[src/rtl/fifo_buffer_param.sv]
// Parametrised synchronous FIFO for the UART RX/TX <-> host path.
// Each entry is a data word plus its parity bit. It provides an occupancy count,
// FULL/EMPTY, programmable almost-flags, sticky overflow/underflow, a synchronous
// flush, and a choice of registered or show-ahead read.
module fifo_buffer_param #(
    parameter int DATA_W     = 8,
    parameter int DEPTH_LOG2 = 8,
    parameter int AF_LVL     = (2 ** DEPTH_LOG2) - 4,
    parameter int AE_LVL     = 4,
    parameter int SHOW_AHEAD = 0
) (
    input  logic                  CLK,
    input  logic                  RST,
    input  logic                  FLUSH,
    input  logic                  WR_EN,
    input  logic [DATA_W-1:0]     WR_DATA,
    input  logic                  WR_PARITY,
    input  logic                  RD_EN,
    output logic [DATA_W-1:0]     RD_DATA,
    output logic                  RD_PARITY,
    output logic                  RD_VALID,
    output logic                  EMPTY,
    output logic                  FULL,
    output logic                  ALMOST_FULL,
    output logic                  ALMOST_EMPTY,
    output logic [DEPTH_LOG2:0]   COUNT,
    output logic                  OVERFLOW,
    output logic                  UNDERFLOW,
    input  logic                  CLR_ERR
);

    localparam int DEPTH = 2 ** DEPTH_LOG2;
    localparam int CW    = DEPTH_LOG2 + 1;
    localparam logic [CW-1:0] DEPTH_C = CW'(DEPTH);
    localparam logic [CW-1:0] AF_C    = CW'(AF_LVL);
    localparam logic [CW-1:0] AE_C    = CW'(AE_LVL);
    localparam logic [CW-1:0] ZERO_C  = CW'(0);
    localparam logic [CW-1:0] ONE_C   = CW'(1);
    // Almost-full comes out of reset set only when the threshold is zero
    localparam logic          AF_RST  = (AF_LVL <= 0) ? 1'b1 : 1'b0;

    // Entry packing helpers: parity bit sits above the payload
    function automatic logic [DATA_W:0] pack_entry(input logic [DATA_W-1:0] d, input logic p);
        return {p, d};
    endfunction

    function automatic logic [DATA_W-1:0] entry_data(input logic [DATA_W:0] e);
        return e[DATA_W-1:0];
    endfunction

    function automatic logic entry_parity(input logic [DATA_W:0] e);
        return e[DATA_W];
    endfunction

    logic [DATA_W:0]       mem_r [DEPTH];
    logic [DEPTH_LOG2-1:0] wr_ptr_r, rd_ptr_r;
    logic [CW-1:0]         count_r;
    logic                  empty_r, full_r, af_r, ae_r;
    logic                  overflow_r, underflow_r;

    logic                  rd_acc_s, wr_acc_s;
    logic                  ovf_evt_s, unf_evt_s;
    logic [CW-1:0]         count_nxt_s;
    logic [DEPTH_LOG2-1:0] wr_ptr_nxt_s, rd_ptr_nxt_s;
    logic                  overflow_nxt_s, underflow_nxt_s;

    // Accept decisions, next pointers/count and error events; flush overrides requests
    always_comb begin
        rd_acc_s        = 1'b0;
        wr_acc_s        = 1'b0;
        ovf_evt_s       = 1'b0;
        unf_evt_s       = 1'b0;
        count_nxt_s     = count_r;
        wr_ptr_nxt_s    = wr_ptr_r;
        rd_ptr_nxt_s    = rd_ptr_r;
        if (FLUSH) begin
            count_nxt_s  = ZERO_C;
            wr_ptr_nxt_s = {DEPTH_LOG2{1'b0}};
            rd_ptr_nxt_s = {DEPTH_LOG2{1'b0}};
        end else begin
            rd_acc_s  = RD_EN & ~empty_r;
            // A pop in the same cycle frees a slot, so a full FIFO still takes the write
            wr_acc_s  = WR_EN & (~full_r | rd_acc_s);
            ovf_evt_s = WR_EN & full_r & ~rd_acc_s;
            unf_evt_s = RD_EN & empty_r;
            if (wr_acc_s) begin
                wr_ptr_nxt_s = wr_ptr_r + DEPTH_LOG2'(1);
            end else begin
                wr_ptr_nxt_s = wr_ptr_r;
            end
            if (rd_acc_s) begin
                rd_ptr_nxt_s = rd_ptr_r + DEPTH_LOG2'(1);
            end else begin
                rd_ptr_nxt_s = rd_ptr_r;
            end
            case ({wr_acc_s, rd_acc_s})
                2'b10:   count_nxt_s = count_r + ONE_C;
                2'b01:   count_nxt_s = count_r - ONE_C;
                default: count_nxt_s = count_r;
            endcase
        end
        // A new error in the same cycle as CLR_ERR keeps the flag set
        overflow_nxt_s  = (overflow_r  & ~CLR_ERR) | ovf_evt_s;
        underflow_nxt_s = (underflow_r & ~CLR_ERR) | unf_evt_s;
    end

    // Pointer, occupancy, flag and sticky-error registers
    always_ff @(posedge CLK or posedge RST) begin
        if (RST) begin
            wr_ptr_r    <= {DEPTH_LOG2{1'b0}};
            rd_ptr_r    <= {DEPTH_LOG2{1'b0}};
            count_r     <= ZERO_C;
            empty_r     <= 1'b1;
            full_r      <= 1'b0;
            af_r        <= AF_RST;
            ae_r        <= 1'b1;
            overflow_r  <= 1'b0;
            underflow_r <= 1'b0;
        end else begin
            wr_ptr_r    <= wr_ptr_nxt_s;
            rd_ptr_r    <= rd_ptr_nxt_s;
            count_r     <= count_nxt_s;
            empty_r     <= (count_nxt_s == ZERO_C);
            full_r      <= (count_nxt_s == DEPTH_C);
            af_r        <= (count_nxt_s >= AF_C);
            ae_r        <= (count_nxt_s <= AE_C);
            overflow_r  <= overflow_nxt_s;
            underflow_r <= underflow_nxt_s;
        end
    end

    // Storage write; the array itself is never reset
    always_ff @(posedge CLK) begin
        if (wr_acc_s && !RST) begin
            mem_r[wr_ptr_r] <= pack_entry(WR_DATA, WR_PARITY);
        end
    end

    generate
        if (SHOW_AHEAD != 0) begin : g_show_ahead
            logic [DATA_W:0] head_s;
            assign head_s    = mem_r[rd_ptr_r];
            // Head is masked while empty so the output stays at zero, not stale storage
            assign RD_DATA   = empty_r ? {DATA_W{1'b0}} : entry_data(head_s);
            assign RD_PARITY = empty_r ? 1'b0 : entry_parity(head_s);
            assign RD_VALID  = ~empty_r;
        end else begin : g_registered
            logic [DATA_W-1:0] rd_data_r;
            logic              rd_parity_r;
            logic              rd_valid_r;

            // Registered read port: capture head on pop, data holds otherwise
            always_ff @(posedge CLK or posedge RST) begin
                if (RST) begin
                    rd_data_r   <= {DATA_W{1'b0}};
                    rd_parity_r <= 1'b0;
                    rd_valid_r  <= 1'b0;
                end else if (rd_acc_s) begin
                    rd_data_r   <= entry_data(mem_r[rd_ptr_r]);
                    rd_parity_r <= entry_parity(mem_r[rd_ptr_r]);
                    rd_valid_r  <= 1'b1;
                end else begin
                    rd_valid_r  <= 1'b0;
                end
            end

            assign RD_DATA   = rd_data_r;
            assign RD_PARITY = rd_parity_r;
            assign RD_VALID  = rd_valid_r;
        end
    endgenerate

    assign EMPTY        = empty_r;
    assign FULL         = full_r;
    assign ALMOST_FULL  = af_r;
    assign ALMOST_EMPTY = ae_r;
    assign COUNT        = count_r;
    assign OVERFLOW     = overflow_r;
    assign UNDERFLOW    = underflow_r;

endmodule
[config.mk]
export PLATFORM = sky130hd
export DESIGN_NAME = fifo_buffer_param
export DESIGN_NICKNAME = d
export VERILOG_FILES = /design/src/rtl/fifo_buffer_param.sv
export SDC_FILE = /design/constraint.sdc
export NUM_CORES = 2
export LEC_CHECK = 0
export CAP_MARGIN = 20
export CELL_PAD_IN_SITES_DETAIL_PLACEMENT = 0
export CELL_PAD_IN_SITES_GLOBAL_PLACEMENT = 1
export CORE_MARGIN = 8
export CORE_UTILIZATION = 55
export CTS_CLUSTER_DIAMETER = 40
export DETAILED_ROUTE_END_ITERATION = 10
export PLACE_DENSITY = 0.83
export SLEW_MARGIN = 20
export SYNTH_ARGS = -nofsm -noshare
export SYNTH_HDL_FRONTEND = slang
export SYNTH_SLANG_ARGS = --single-unit
[constraint.sdc]
create_clock -name CLK -period 5.31 [get_ports CLK]
set_input_delay 0.531 -clock CLK [delete_from_list [all_inputs] [get_ports CLK]]
set_output_delay 0.531 -clock CLK [all_outputs]
set_load 0.03 [all_outputs]
-- After elaboration in Yosys (flattened, before gate mapping)
Memories as Yosys holds them, arrays and structs flattened. A register that Yosys moved wholly into a read port is not among the register bits.
Cells that the tools add are included.
- flip-flop bits (word level): 32
- RAM bits: 2304
- output and inout bits: 25
- logic and storage cells: 52
- memories: 1
- memories (memory ; words ; bits a word ; rd ports ; clocked after memory_dff ; write ports ; RTL line ; RTL):
    mem_r ; 256 ; 9 ; 1 ; 1 ; 1 ; 55 ; logic [DATA_W:0] mem_r [DEPTH];
- $add $sub $neg: 4
- magnitude comparators: 2
- equal/unequal tests: 3
- multiplexer cells: 13
- bitwise operators: 14
- reduce and logical (&&, ||, !) cells: 5
- operators with widths (kind ; count):
    8-bit 2-to-1 mux ; 4
    9-bit case mux with 2 select lines ; 1
    8-bit by 1-bit adder with 8-bit output, second input constant ; 2
    9-bit by 1-bit adder with 9-bit output, second input constant ; 1
    9-bit == test, second input constant ; 1
    9-bit by 8-bit >= comparator with 1-bit output, second input constant ; 1
    9-bit by 3-bit <= comparator with 1-bit output, second input constant ; 1
    9-bit zero test ; 1
    9-bit 2-to-1 mux ; 1
    9-bit by 1-bit subtractor with 9-bit output, second input constant ; 1
    1-bit bitwise AND ; 7
    1-bit 2-to-1 mux ; 7
    1-bit NOT ; 4
    2-bit nonzero test ; 2
    1-bit OR ; 3
    2-bit by 1-bit == test with 1-bit output, second input constant ; 1
    2-bit == test, second input constant ; 1
    1-bit logical AND ; 1
    1-bit zero test ; 1

-- Longest topological paths before layout
- word-level depth: 8
- gate-level depth with buffers: 16
- mapped depth without buffers: 14

-- Worst setup path before layout
OpenSTA, ideal clock, no wires.
- kind: reg2reg
- start: reg empty_r, in the netlist EMPTY
- end: reg ae_r, in the netlist ALMOST_EMPTY
- arrival time: 3.489 ns
- setup slack: 1.720 ns
- stages on the path, launching flop included: 16
- cell sequence: dfstp_2 > nand2b_1 > nand2_1 > and2_1 > clkbuf_1 > inv_1 > ha_1 > clkbuf_1 > xor2_1 > ha_1 > o21ai_1 > or3_1 > a31oi_1 > mux2i_1 > o2111ai_1 > nor4b_1
- longest elaborated chain between the ends: 8
- elaborated cells on any way between the ends: 9
- classes of those cells: order compare (1); eq/ne (2); mux (2); bitwise (4)
- RTL lines (what ; RTL line ; RTL):
    from (decl) ; 58 ; logic empty_r, full_r, af_r, ae_r;
    from (signal assigned) ; 123 ; empty_r <= (count_nxt_s == ZERO_C);
    1-bit NOT (*) ; 81 ; rd_acc_s = RD_EN & ~empty_r;
    1-bit bitwise AND (*) ; 81 ;
    1-bit OR ; 83 ; wr_acc_s = WR_EN & (~full_r | rd_acc_s);
    1-bit bitwise AND ; 83 ;
    2-bit by 1-bit == test with 1-bit output / 2-bit == test (equally long branches) ; 96 ; case ({wr_acc_s, rd_acc_s})
    9-bit case mux with 2 select lines (*) ; 96 ;
    9-bit 2-to-1 mux (*) ; 76 ; if (FLUSH) begin
    9-bit by 3-bit <= comparator with 1-bit output (*) ; 126 ; ae_r <= (count_nxt_s <= AE_C);
    to (signal assigned) ; 126 ;
    to (decl) ; 58 ;
Every way passes the cells marked *; elsewhere a longest branch is shown, timed or not.
A chain may end at the register's enable or synchronous reset.

==> qor.csv <==
stage,metric,value,unit
yosys,synth_top_cell_by_area,edfxtp_1,
timing,drv_slew,0,
clock_tree,cts_made_buffers,289,
setup_path,r2r_end,RD_DATA[2]$_DFFE_PP0P_,
timing,maxSlewHeadroom,18.83,%
grt,grt_pass1_vias,47555,
floorplan,start_util,55.15,%
setup_path,cp_max_fo,62,
clock_tree,cts_tree,yes,
layout,finish.net_count,4803,
placed_design,gp_congestion,0.8631,
floorplan,pin_count,40,
clock_tree,hold_buffers,0,
yosys,yosysMostFrequentCell,edfxtp_1,
timing,max_freq,228.9,MHz
floorplan,rows,150,
status,status,finished clean,
grt,grt_start_max_net_pins,169,
timing,fin_tns_setup,0,ns
min_path,whs_path_depth,1,
placed_design,port_buffers,39,
floorplan,dieWidth,424.8,um
routing,viasPerCell,6.641,
clock_tree,clock_latency,0.90,ns
routing,initialDrtViolationCount,7019,
timing,rsz0062_at_grt,false,
routing,wirelength,238400,um
yosys,synth_cell_type_count,73,
yosys,seq_area_frac_synth,76.40,%
clock_tree,clockRootBuffer,clkbuf_16,
min_path,min-delay-start,WR_DATA[3],
grt,grt_first_pass_wirelength,340600,um
floorplan,die_area,0.1804,mm2
yosys,synth_fp_nets,4566,
setup_path,cp-end-kind,flop,
min_path,min_to,mem_r[27][3]$_DFFE_PP_,
timing,fin_skew,0.05343,ns
power_and_ir_drop,ir_drop,0.4240,mV
layout,syn_to_final_growth,13.67,%
routing,via_count,47783,
clock_tree,clk_pin_slew,0.06,ns
power_and_ir_drop,leakagePower,32.29,nW
setup_path,crit_required,6.14,ns
yosys,async_flop_share,1.748,%
clock_tree,cts.sinks,2345,
job,drv_cap,0,
yosys,synth_top_area_share,75.28,%
routing,route.detailed.drc,0,
placed_design,placed_cells,6693,
placed_design,dpl.hpwl,137000,um
timing,fin_crit,4.370,ns
grt,grt_antenna_before_repair,7,
clock_tree,cts_setup_buffers,0,
yosys,yosysWarnings,0,
setup_path,r2r-start,rd_ptr_r[0]$_DFFE_PP0P_,
power_and_ir_drop,cellPowerDensity,420.7,mW/mm2
routing,antenna_left,0,
yosys,synth_seq_cells,2345,
yosys,synth_ff_type,edfxtp_1,
floorplan,core,0.1667,mm2
layout,layout.cells.non_filler,7195,
yosys,synth.avg_cell_area,20.23,um2
timing,fin_crit_sh,82.29,%
timing,setup_violations,0,
setup_path,crit_type,reg2reg,
yosys,synth.area.top_cells,"edfxtp_1, mux4_2, mux2i_1, nor2_1, o221ai_1",
timing,worst_pin_slew,1.218,ns
clock_tree,clk_path_buf_depth,4,
min_path,min_path_type,in2reg,
grt,overflow,0,
yosys,synth_commonest_cells,"edfxtp_1, mux4_2, mux2i_1",
setup_path,arrival,5.20,ns
routing,dr.pass1.iters,6,
clock_tree,htreeDepth,5,
setup_path,r2r_cells,8,
yosys,synth_area,0.09191,mm2
timing,finalHoldViolCount,0,
setup_path,r2r_setup_slack,0.94,ns
setup_path,cp-start-kind,flop,
yosys,synthCells,4543,
layout,drive_gt1_share,22.16,%
routing,routedWlPerCell,33.13,um
timing,hold_slack,0.1330,ns
floorplan,die_height,424.8,um
clock_tree,ctsResizeCount,0,
grt,grt.total_usage,26.09,%
yosys,synth-edff-count,2304,
## cells by family after synthesis
kind of cell               share of synthesized area (%)
DFF                                                76.40
muxes                                              14.80
and+or+nand+nor                                    2.773
xor gates and xnor gates                          0.1715
buffers and inverters                              2.003
adders and majority gates                         0.1089
AOI/OAI and AO/OA                                  3.745
## final cells by class
type	count	area (um2)
antenna	4	10.01
timing repair buffer	221	2156
tap	2204	2758
multi-input combinational	1904	19930
fill	11013	62190
clock buffer	332	7564
clock inverter	166	1742
sequential	2345	70230
inverter	19	78.83
## flip-flops by register name, indices dropped and copies added, names as in the netlist, 8 cells and up
register and count:
mem_r 2304, COUNT 9, rd_ptr_r 8, RD_DATA 8, wr_ptr_r 8
## cell usage in the layout, fill, tap and decap left out, drive strengths merged, types with 30 or more instances in the layout
cell type	n
mux2i	341
a21oi	93
inv	54
nor3	48
clkdlybuf4s50	30
nor2	325
mux4	452
buf	182
nand2	126
dfrtp	39
o21ai	43
clkbuf	341
o22ai	90
clkinv	81
o221ai	137
edfxtp	2304
## power by group
part	leakage [nW]	switching, mW	internal (mW)
clock	4.49	7.55	11.5
sequential	21.2	0.188	20.4
combinational	6.57	2.44	1.84
## how the worst max path moves through the flow
| stage | depth (start not counted) | start | to |
|---|---|---|---|
| 2_1_floorplan | 15 | EMPTY$_DFF_PP1_ | ALMOST_EMPTY$_DFF_PP1_ |
| 3_3_place_gp | 8 | RD_EN | mem_r[62][7]$_DFFE_PP_ |
| 3_5_place_dp | 8 | RD_EN | mem_r[166][3]$_DFFE_PP_ |
| 4_1_cts | 9 | rd_ptr_r[0]$_DFFE_PP0P_ | RD_PARITY$_DFFE_PP0P_ |
| 5_1_grt | 9 | rd_ptr_r[0]$_DFFE_PP0P_ | RD_DATA[3]$_DFFE_PP0P_ |
| 6_report | 8 | rd_ptr_r[0]$_DFFE_PP0P_ | RD_DATA[2]$_DFFE_PP0P_ |
## stage by stage
stage               setup WS, ns  util (%)  area, um2  power (mW)
floorplan                  1.720         -      91910       23.90
detailed placement        0.8761     57.09      95150       25.23
finish                    0.9403     62.68     104500       43.95
global route              0.8724     62.68     104500       45.03
CTS                        1.076     62.68     104500       44.10
global placement          0.2742     57.06      95090       25.19
## critical path, stage by stage, from the launching register on
cell      delay (ns)
dfrtp_4         1.08
buf_12          0.42
mux2i_1         0.16
o221ai_1        0.30
a21oi_1         0.12
nor3_1          0.83
nor2_1          0.18
a311oi_1        0.89
a211o_1         0.18
## per-layer routing
metal	routed length, um	up-vias	global-route usage [%]
li1	-	19382	-
met1	86580	24572	35.30
met2	112600	3268	40.93
met3	28320	555	6.983
met4	10830	6	10.35
met5	45	-	0
No activity file was read; power rests on OpenSTA's default activity.
